===== config.mk =====
export PLATFORM = sky130hd
export DESIGN_NAME = elevator_call_latch_flat
export DESIGN_NICKNAME = d
export VERILOG_FILES = /design/src/rtl/elevator_pkg.sv /design/src/rtl/elevator_call_latch_if.sv /design/src/rtl/elevator_in_sync.sv /design/src/rtl/elevator_call_latch.sv /design/src/flat_wrapper.sv
export SDC_FILE = /design/constraint.sdc
export NUM_CORES = 1
export LEC_CHECK = 0
export BUFFER_PORTS_ARGS = -buffer_cell sky130_fd_sc_hd__buf_2
export CORE_MARGIN = 2
export CORE_UTILIZATION = 45
export DETAILED_ROUTE_END_ITERATION = 12
export PLACE_DENSITY = 0.67
export SKIP_LAST_GASP = 1
export SLEW_MARGIN = 10
export SYNTH_ARGS = -nofsm -noshare
export SYNTH_HDL_FRONTEND = slang
export SYNTH_SLANG_ARGS = --single-unit

===== constraint.sdc =====
create_clock -name CLOCK_50 -period 3.9 [get_ports CLOCK_50]
set_input_delay 0.195 -clock CLOCK_50 [delete_from_list [all_inputs] [get_ports CLOCK_50]]
set_output_delay 0.195 -clock CLOCK_50 [all_outputs]
set_load 0.01 [all_outputs]

===== src/rtl/elevator_pkg.sv =====
// Shared floor/direction definitions for the elevator request front end and FSM.
// Floor 1 is index 0; direction bit is 1 for up.
package elevator_pkg;

   localparam int N_FLOORS = 4;
   localparam int FLOOR_W  = 2;

   localparam logic DIR_UP = 1'b1;
   localparam logic DIR_DN = 1'b0;

   typedef logic [FLOOR_W-1:0]  floor_t;
   typedef logic [N_FLOORS-1:0] fmask_t;

   localparam floor_t F1 = 2'd0;
   localparam floor_t F2 = 2'd1;
   localparam floor_t F3 = 2'd2;
   localparam floor_t F4 = 2'd3;

   function automatic fmask_t floor_onehot(input floor_t f);
      return fmask_t'(1) << f;
   endfunction

endpackage


===== src/rtl/elevator_call_latch_if.sv =====
// Request/service link between the call latch (master) and the elevator FSM (slave).
// The FSM reports its floor and door-open pulse; the latch answers with the next target.
interface elevator_call_latch_if;
   import elevator_pkg::*;

   floor_t cur_floor;
   logic   svc_pulse;
   logic   req_valid;
   floor_t req_floor;
   logic   req_dir;

   modport master (input cur_floor, svc_pulse, output req_valid, req_floor, req_dir);
   modport slave  (output cur_floor, svc_pulse, input req_valid, req_floor, req_dir);

endinterface


===== src/rtl/elevator_in_sync.sv =====
// Multi-stage synchroniser plus single-cycle edge detector for WIDTH asynchronous inputs.
// Edge appears STAGES cycles after the input changes; no backpressure, one pulse per transition.
module elevator_in_sync #(
   parameter int   WIDTH  = 4,
   parameter int   STAGES = 2,
   parameter logic IDLE   = 1'b0,
   parameter bit   FALL   = 1'b0
) (
   input  logic             clk,
   input  logic             rst,
   input  logic [WIDTH-1:0] din,
   output logic [WIDTH-1:0] edge_pulse
);

   logic [STAGES-1:0][WIDTH-1:0] sync_q, sync_d;
   logic [WIDTH-1:0]             prev_q, prev_d;
   logic [STAGES:0]              flush_q, flush_d;
   logic [WIDTH-1:0]             lvl;

   // flush_q masks edges until the chain has refilled after reset, so a level
   // already present when reset releases is taken as the new idle state.
   always_comb begin
      sync_d[0] = din;
      for (int i = 1; i < STAGES; i++) begin
         sync_d[i] = sync_q[i-1];
      end
      lvl     = sync_q[STAGES-1];
      prev_d  = lvl;
      flush_d = flush_q >> 1;
      if (FALL) begin
         edge_pulse = prev_q & ~lvl;
      end else begin
         edge_pulse = ~prev_q & lvl;
      end
      if (|flush_q) begin
         edge_pulse = '0;
      end
   end

   always_ff @(posedge clk) begin
      if (rst) begin
         for (int i = 0; i < STAGES; i++) begin
            sync_q[i] <= {WIDTH{IDLE}};
         end
         prev_q  <= {WIDTH{IDLE}};
         flush_q <= '1;
      end else begin
         sync_q  <= sync_d;
         prev_q  <= prev_d;
         flush_q <= flush_d;
      end
   end

endmodule


===== src/rtl/elevator_call_latch.sv =====
// Latches cabin/hall calls from raw board inputs and picks the next target floor by SCAN.
// Input to pend_* in SYNC_STAGES+1 cycles, req_* one cycle later; no backpressure (level outputs).
module elevator_call_latch
   import elevator_pkg::*;
#(
   parameter int SYNC_STAGES = 2
) (
   input  logic                  CLOCK_50,
   input  logic                  rst,
   input  logic [N_FLOORS-1:0]   cab_key_n,
   input  logic [N_FLOORS-1:0]   hall_sw,
   elevator_call_latch_if.master req_if,
   output logic [N_FLOORS-1:0]   pend_cab,
   output logic [N_FLOORS-1:0]   pend_hall,
   output logic [N_FLOORS-1:0]   pend_any
);

   fmask_t cab_edge, hall_edge;
   fmask_t pend_cab_q, pend_cab_d;
   fmask_t pend_hall_q, pend_hall_d;
   fmask_t pa, clr;
   logic   req_valid_q, req_valid_d;
   floor_t req_floor_q, req_floor_d;
   logic   req_dir_q, req_dir_d;
   logic   any_above, any_below;
   floor_t lo_above, hi_below;

   elevator_in_sync #(.WIDTH(N_FLOORS), .STAGES(SYNC_STAGES), .IDLE(1'b1), .FALL(1'b1)) u_cab_sync (
      .clk        (CLOCK_50),
      .rst        (rst),
      .din        (cab_key_n),
      .edge_pulse (cab_edge)
   );

   elevator_in_sync #(.WIDTH(N_FLOORS), .STAGES(SYNC_STAGES), .IDLE(1'b0), .FALL(1'b0)) u_hall_sync (
      .clk        (CLOCK_50),
      .rst        (rst),
      .din        (hall_sw),
      .edge_pulse (hall_edge)
   );

   always_comb begin
      pa  = pend_cab_q | pend_hall_q;
      clr = req_if.svc_pulse ? floor_onehot(req_if.cur_floor) : '0;

      // An edge arriving with the door opening at that floor is already served.
      pend_cab_d  = (pend_cab_q  | cab_edge)  & ~clr;
      pend_hall_d = (pend_hall_q | hall_edge) & ~clr;

      any_above = 1'b0;
      lo_above  = F1;
      for (int f = N_FLOORS-1; f >= 0; f--) begin
         if (pa[f] && f > int'(req_if.cur_floor)) begin
            any_above = 1'b1;
            lo_above  = floor_t'(f);
         end
      end
      any_below = 1'b0;
      hi_below  = F1;
      for (int f = 0; f < N_FLOORS; f++) begin
         if (pa[f] && f < int'(req_if.cur_floor)) begin
            any_below = 1'b1;
            hi_below  = floor_t'(f);
         end
      end

      req_valid_d = |pa;
      req_floor_d = req_floor_q;
      req_dir_d   = req_dir_q;
      if (|pa) begin
         if (pa[req_if.cur_floor] && !req_if.svc_pulse) begin
            req_floor_d = req_if.cur_floor;
         end else if (req_dir_q == DIR_UP) begin
            if (any_above) begin
               req_floor_d = lo_above;
            end else if (any_below) begin
               req_dir_d   = DIR_DN;
               req_floor_d = hi_below;
            end
         end else begin
            if (any_below) begin
               req_floor_d = hi_below;
            end else if (any_above) begin
               req_dir_d   = DIR_UP;
               req_floor_d = lo_above;
            end
         end
      end
   end

   always_ff @(posedge CLOCK_50) begin
      if (rst) begin
         pend_cab_q  <= '0;
         pend_hall_q <= '0;
         req_valid_q <= 1'b0;
         req_floor_q <= F1;
         req_dir_q   <= DIR_UP;
      end else begin
         pend_cab_q  <= pend_cab_d;
         pend_hall_q <= pend_hall_d;
         req_valid_q <= req_valid_d;
         req_floor_q <= req_floor_d;
         req_dir_q   <= req_dir_d;
      end
   end

   assign pend_cab         = pend_cab_q;
   assign pend_hall        = pend_hall_q;
   assign pend_any         = pend_cab_q | pend_hall_q;
   assign req_if.req_valid = req_valid_q;
   assign req_if.req_floor = req_floor_q;
   assign req_if.req_dir   = req_dir_q;

endmodule


===== src/flat_wrapper.sv =====
// flat-port wrapper written by rule: the top's interface ports become plain ports
module elevator_call_latch_flat import elevator_pkg::*;
#(
   parameter int SYNC_STAGES = 2
)
  (CLOCK_50, rst, cab_key_n, hall_sw, pend_cab, pend_hall, pend_any, req_if_cur_floor, req_if_svc_pulse, req_if_req_valid, req_if_req_floor, req_if_req_dir);
  elevator_call_latch_if req_if_i ();
  input  logic CLOCK_50;
  input  logic rst;
  input  logic [N_FLOORS-1:0] cab_key_n;
  input  logic [N_FLOORS-1:0] hall_sw;
  output logic [N_FLOORS-1:0] pend_cab;
  output logic [N_FLOORS-1:0] pend_hall;
  output logic [N_FLOORS-1:0] pend_any;
  input wire logic [$bits(req_if_i.cur_floor)-1:0] req_if_cur_floor;
  input wire logic [$bits(req_if_i.svc_pulse)-1:0] req_if_svc_pulse;
  output wire logic [$bits(req_if_i.req_valid)-1:0] req_if_req_valid;
  output wire logic [$bits(req_if_i.req_floor)-1:0] req_if_req_floor;
  output wire logic [$bits(req_if_i.req_dir)-1:0] req_if_req_dir;
  assign req_if_i.cur_floor = req_if_cur_floor;
  assign req_if_i.svc_pulse = req_if_svc_pulse;
  assign req_if_req_valid = req_if_i.req_valid;
  assign req_if_req_floor = req_if_i.req_floor;
  assign req_if_req_dir = req_if_i.req_dir;
  elevator_call_latch #(.SYNC_STAGES(SYNC_STAGES)) u_core (.CLOCK_50(CLOCK_50), .rst(rst), .cab_key_n(cab_key_n), .hall_sw(hall_sw), .req_if(req_if_i), .pend_cab(pend_cab), .pend_hall(pend_hall), .pend_any(pend_any));
endmodule

# == Yosys cells after proc, flatten, opt, wreduce, memory -nomap -nowiden ==
# Index checks and enable logic that the tools add are counted.
# word_totals
elab_cells,77
in_bits,13
out_inout_bits,16
ff_bits,42
# classes
bitwise_logic,11
shifts,1
magnitude_cmp,7
reduce_logical,14
n_mux,29
# ops
op,count
2-bit two-way mux,10
4-bit bitwise AND,4
1-bit two-way mux,13
4-bit two-way mux,3
4-bit inverter,3
4-bit bitwise OR,3
1-bit logical AND,7
3-bit two-way mux,2
3-bit OR reduction,2
"2-bit > comparator, first input constant",2
"1-bit by 2-bit < comparator with 1-bit output, first input constant",2
2-bit AND reduction,2
4-bit OR reduction,1
"1-bit by 2-bit left shift with 4-bit output, first input constant",1
"2-bit by 3-bit < comparator with 1-bit output, second input constant",1
3-bit nonzero test,1
1-bit binary-select mux with 2-bit select,1
"1-bit by 2-bit > comparator with 1-bit output, first input constant",1
"2-bit < comparator, first input constant",1
1-bit logical NOT,1
1-bit inverter,1

# == Depth between registers and ports, before layout ==
# logic_depth
word_depth,9
mapped_depth,6
ltp_nobuf,6

# == Cells and area by module ==
# A second synthesis with hierarchy kept.
# hier_totals
cells_unflattened,155
hier_area_um2,1671.6
# modules_own_cells
mod,cells_per_inst,seq_area_each_um2,area_per_inst_um2,n_inst
elevator_call_latch,85,240.2,764.5,1
elevator_in_sync (u_core.u_hall_sync),35,300.3,454.2,1
elevator_in_sync (u_core.u_cab_sync),35,300.3,452.9,1

# == Least setup slack after synthesis ==
# No wires, ideal clock.
# synth_timing
kind,reg2reg
from,reg u_core.pend_hall_q[3] (netlist: u_core.pend_hall[3])
to,reg u_core.req_floor_q[0] (netlist: u_core.req_if.req_floor[0])
synth_period_minus_slack_ns,1.641
arrival_ns,1.526
path_stages_with_launch,6
path_slack_ns,2.259
n_path_buf,0
required_ns,3.784
setup_time_ns,0.116
cell_sequence,dfxtp_1 or4_4 a21oi_2 a31oi_1 a211o_1 and3_1
# synth_between
elab_chain_cells,9
word_cells_on_any_way,19
classes_between,13 x mux; 1 x bitwise; 5 x reduce/logical
# synth_lines
element,line_no,text
from (decl),elevator_call_latch.sv:20,"fmask_t pend_hall_q, pend_hall_d;"
from (signal assigned),elevator_call_latch.sv:100,pend_hall_q <= pend_hall_d;
4-bit bitwise OR *,elevator_call_latch.sv:43,pa = pend_cab_q | pend_hall_q;
1-bit logical AND,elevator_call_latch.sv:53,if (pa[f] && f > int'(req_if.cur_floor)) begin
2-bit two-way mux (3 in series),elevator_call_latch.sv:53,
2-bit two-way mux,elevator_call_latch.sv:83,end else if (any_above) begin
2-bit two-way mux,elevator_call_latch.sv:81,if (any_below) begin
2-bit two-way mux,elevator_call_latch.sv:73,end else if (req_dir_q == DIR_UP) begin
2-bit two-way mux,elevator_call_latch.sv:71,if (pa[req_if.cur_floor] && !req_if.svc_pulse) begin
to (signal assigned),elevator_call_latch.sv:102,req_floor_q <= req_floor_d;
to (decl),elevator_call_latch.sv:23,"floor_t req_floor_q, req_floor_d;"
# Mark *: on every way between the ends. The rest lies on a longest branch, timed or not. The select of a mux whose other input is x is not followed.
# A chain may end at the register's enable or synchronous reset.

# == Final worst setup path ==
# Same ends and word-level chain as after synthesis.

==> results.toml <==
[worst_setup_path]
endpoint_kind = "register"
criticalPathCategory = "reg2reg"
critPathMaxFanout = 8
critPathRequiredTime_ps = 4140
critPathLaunchType = "register"
cp.arrival_ps = 1960

[clock_tree]
cts_buffers = 5
clk_pin_slew_ps = 110
ctsResizeCount = 0
postCtsSetupBuffers = 0
cts_tree = "built"
htree_levels = 2
cts_num_sinks = 39
cts-root-buf = "clkbuf_4"
postCtsHoldBufs = 0
clockBufferDepth = 2
clk_latency_ps = 330

[place]
dp_cells = 229
place_congestion = 0.881
place_area_um2 = 1700
pre_cts_ws_ps = 2110
io_buffers = 28
dp_hpwl_um = 2190

[timing]
period_share_pct = 44.2
setup_tns_ps = 0
max_freq_mhz = 580
final_max_slew_viol_count = 0
worst_slack_ps = 2180
whs_ps = 33.3
skew_ps = 3.76
report.final.setup_viol = 0
period_minus_slack_ps = 1720
rsz0062_at_grt = "false"
finalHoldViolCount = 0
worstMarginPinSlew_ps = 948
max_slew_margin_pct = 36.3

[logic_synthesis]
synth_nets = 177
syn_inst = 164
synth-seq-cells = 39
yosys_warnings = 0
syn_area_per_cell_um2 = 9.38
synthesis.area_um2 = 1540
yosysSeqAreaShare_pct = 50.8
ys_types = 38

[global_route]
gr-total-overflow = 0
grt_antenna_before_repair = 0
grt_usage_pct = 17.3
grt_pass1_wl_um = 5290
grt_max_degree = 39
grt_pass1_vias = 1148

[floorplanning]
die_x_um = 62.5
core_area_um2 = 3310
design.die.area_um2 = 3900
die_h_um = 62.5
initial_core_util_pct = 46.4
io_pins = 29
rows = 21

[drt]
wl_um = 3080
drtAntennaViolNets = 0
vias = 1235
first_iter_violations = 80
drt_drc_violations_left = 0
vias_per_cell = 5.23
drtPass1Iterations = 4
routedWlPerCell_um = 13.0

[layout]
final_common_cell = "dfxtp_1"
layout.nets = 203
drive_gt1_share_pct = 30.0
multiInputGateArea_um2 = 677
area_growth_pct = 15.2
final_util_pct = 53.5
register_area_um2 = 781
n_antenna_cell = 0
final_cells = 236
layout_common_cells = "dfxtp_1 (39), buf_2 (28), or2_2 (15), nor2b_1 (13)"
nFillCells = 329
design_area_um2 = 1770

[worst_hold_path]
hold_path.class = "in2reg"

[power_and_ir_drop]
finalPower_mw = 0.726
vdd_drop_max_uv = 256
p_leak_nw = 0.759
power_density_nw_per_um2 = 410

[run]
maxCapViolCount = 0

[status]
status = "finished, final reports clean"
[kinds of logic after synthesis]
kind of cell    share of synthesized area, %
simple gates                            23.0
compound gates                          19.5
flops                                   50.8
buf+inv                                 5.21
mux                                     1.46
[layout make-up]
cell class	count	share of cell area [%]
clock buffer	5	2.12
clock inverter	2	2.12
inverter	11	2.33
multi-input combinational	105	38.2
sequential	39	44.1
tap	46	3.25
timing repair buffer	28	7.91
[cell usage after synthesis]
| master | instances | share of area (%) |
|---|---|---|
| nand3_1 | 2 | 0.65 |
| nor2_1 | 11 | 2.7 |
| o211ai_1 | 1 | 0.49 |
| buf_2 | 1 | 0.33 |
| o21bai_1 | 3 | 1.5 |
| or4_1 | 2 | 0.98 |
| a32oi_1 | 1 | 0.57 |
| a31o_2 | 1 | 0.57 |
| nor3_1 | 3 | 0.98 |
| a31oi_1 | 9 | 3.7 |
| and3_2 | 1 | 0.49 |
| nand3b_1 | 2 | 0.98 |
| o21ai_0 | 6 | 2.0 |
| a22o_1 | 1 | 0.57 |
| dfxtp_1 | 39 | 51 |
| inv_1 | 11 | 2.7 |
| a211oi_1 | 7 | 3.4 |
| or4_4 | 1 | 0.73 |
| a21oi_2 | 1 | 0.57 |
| clkbuf_1 | 7 | 1.7 |
| and3_1 | 1 | 0.41 |
| a2bb2oi_1 | 2 | 1.1 |
| a21boi_0 | 1 | 0.49 |
| a211o_1 | 1 | 0.57 |
| nor4b_1 | 2 | 1.1 |
| a2111oi_0 | 1 | 0.57 |
| o22ai_1 | 3 | 1.2 |
| a21oi_1 | 4 | 1.3 |
| and2_1 | 1 | 0.41 |
| nand2_1 | 3 | 0.73 |
| nand2b_1 | 1 | 0.41 |
| mux2_2 | 2 | 1.5 |
| or2_2 | 15 | 6.1 |
| or4b_1 | 1 | 0.65 |
| nor4_1 | 1 | 0.41 |
| buf_4 | 1 | 0.49 |
| a2111oi_2 | 1 | 0.98 |
| nor2b_1 | 13 | 5.3 |
[worst paths after layout]
check             cells after the start  slack, ps                         from                     endpoint
setup / recovery                      5       2180          u_core.pend_hall[3]   u_core.req_if.req_floor[0]
hold reg to reg                       1        420  u_core.u_cab_sync.sync_d[6]     u_core.u_cab_sync.lvl[2]
hold / removal                        2         30                 cab_key_n[2]  u_core.u_cab_sync.sync_d[6]
setup reg to reg                      5       2180          u_core.pend_hall[3]   u_core.req_if.req_floor[0]
[layer usage]
layer | GRT usage [%] | wire length [µm]
met1 | 21.3 | 1410
met2 | 27.6 | 1450
met3 | 5.59 | 183
met4 | 7.78 | 40
met5 | 0 | 0
[where the power goes]
group | switching [mW] | internal [mW] | leakage (nW)
registers | 0.00464 | 0.412 | 0.320
clock network | 0.125 | 0.131 | 0.0373
logic | 0.0284 | 0.0240 | 0.401
[sequential cells by signal, indices dropped and copies added, names as in the netlist]
| signal | cells |
|---|---|
| u_core.pend_cab | 4 |
| u_core.pend_hall | 4 |
| u_core.req_if.req_dir | 1 |
| u_core.req_if.req_floor | 2 |
| u_core.req_if.req_valid | 1 |
| u_core.u_cab_sync.lvl | 4 |
| u_core.u_cab_sync.prev_q | 4 |
| u_core.u_cab_sync.sync_d | 4 |
| u_core.u_hall_sync.flush_q | 3 |
| u_core.u_hall_sync.lvl | 4 |
| u_core.u_hall_sync.prev_q | 4 |
| u_core.u_hall_sync.sync_d | 4 |
[critical path, stage by stage, from the launching register on]
cell,delay [ps]
dfxtp_1,390
or4_4,580
a21oi_2,120
a31oi_1,70
a211o_1,300
and3_1,170
No activity file was read; power rests on OpenSTA's default activity.
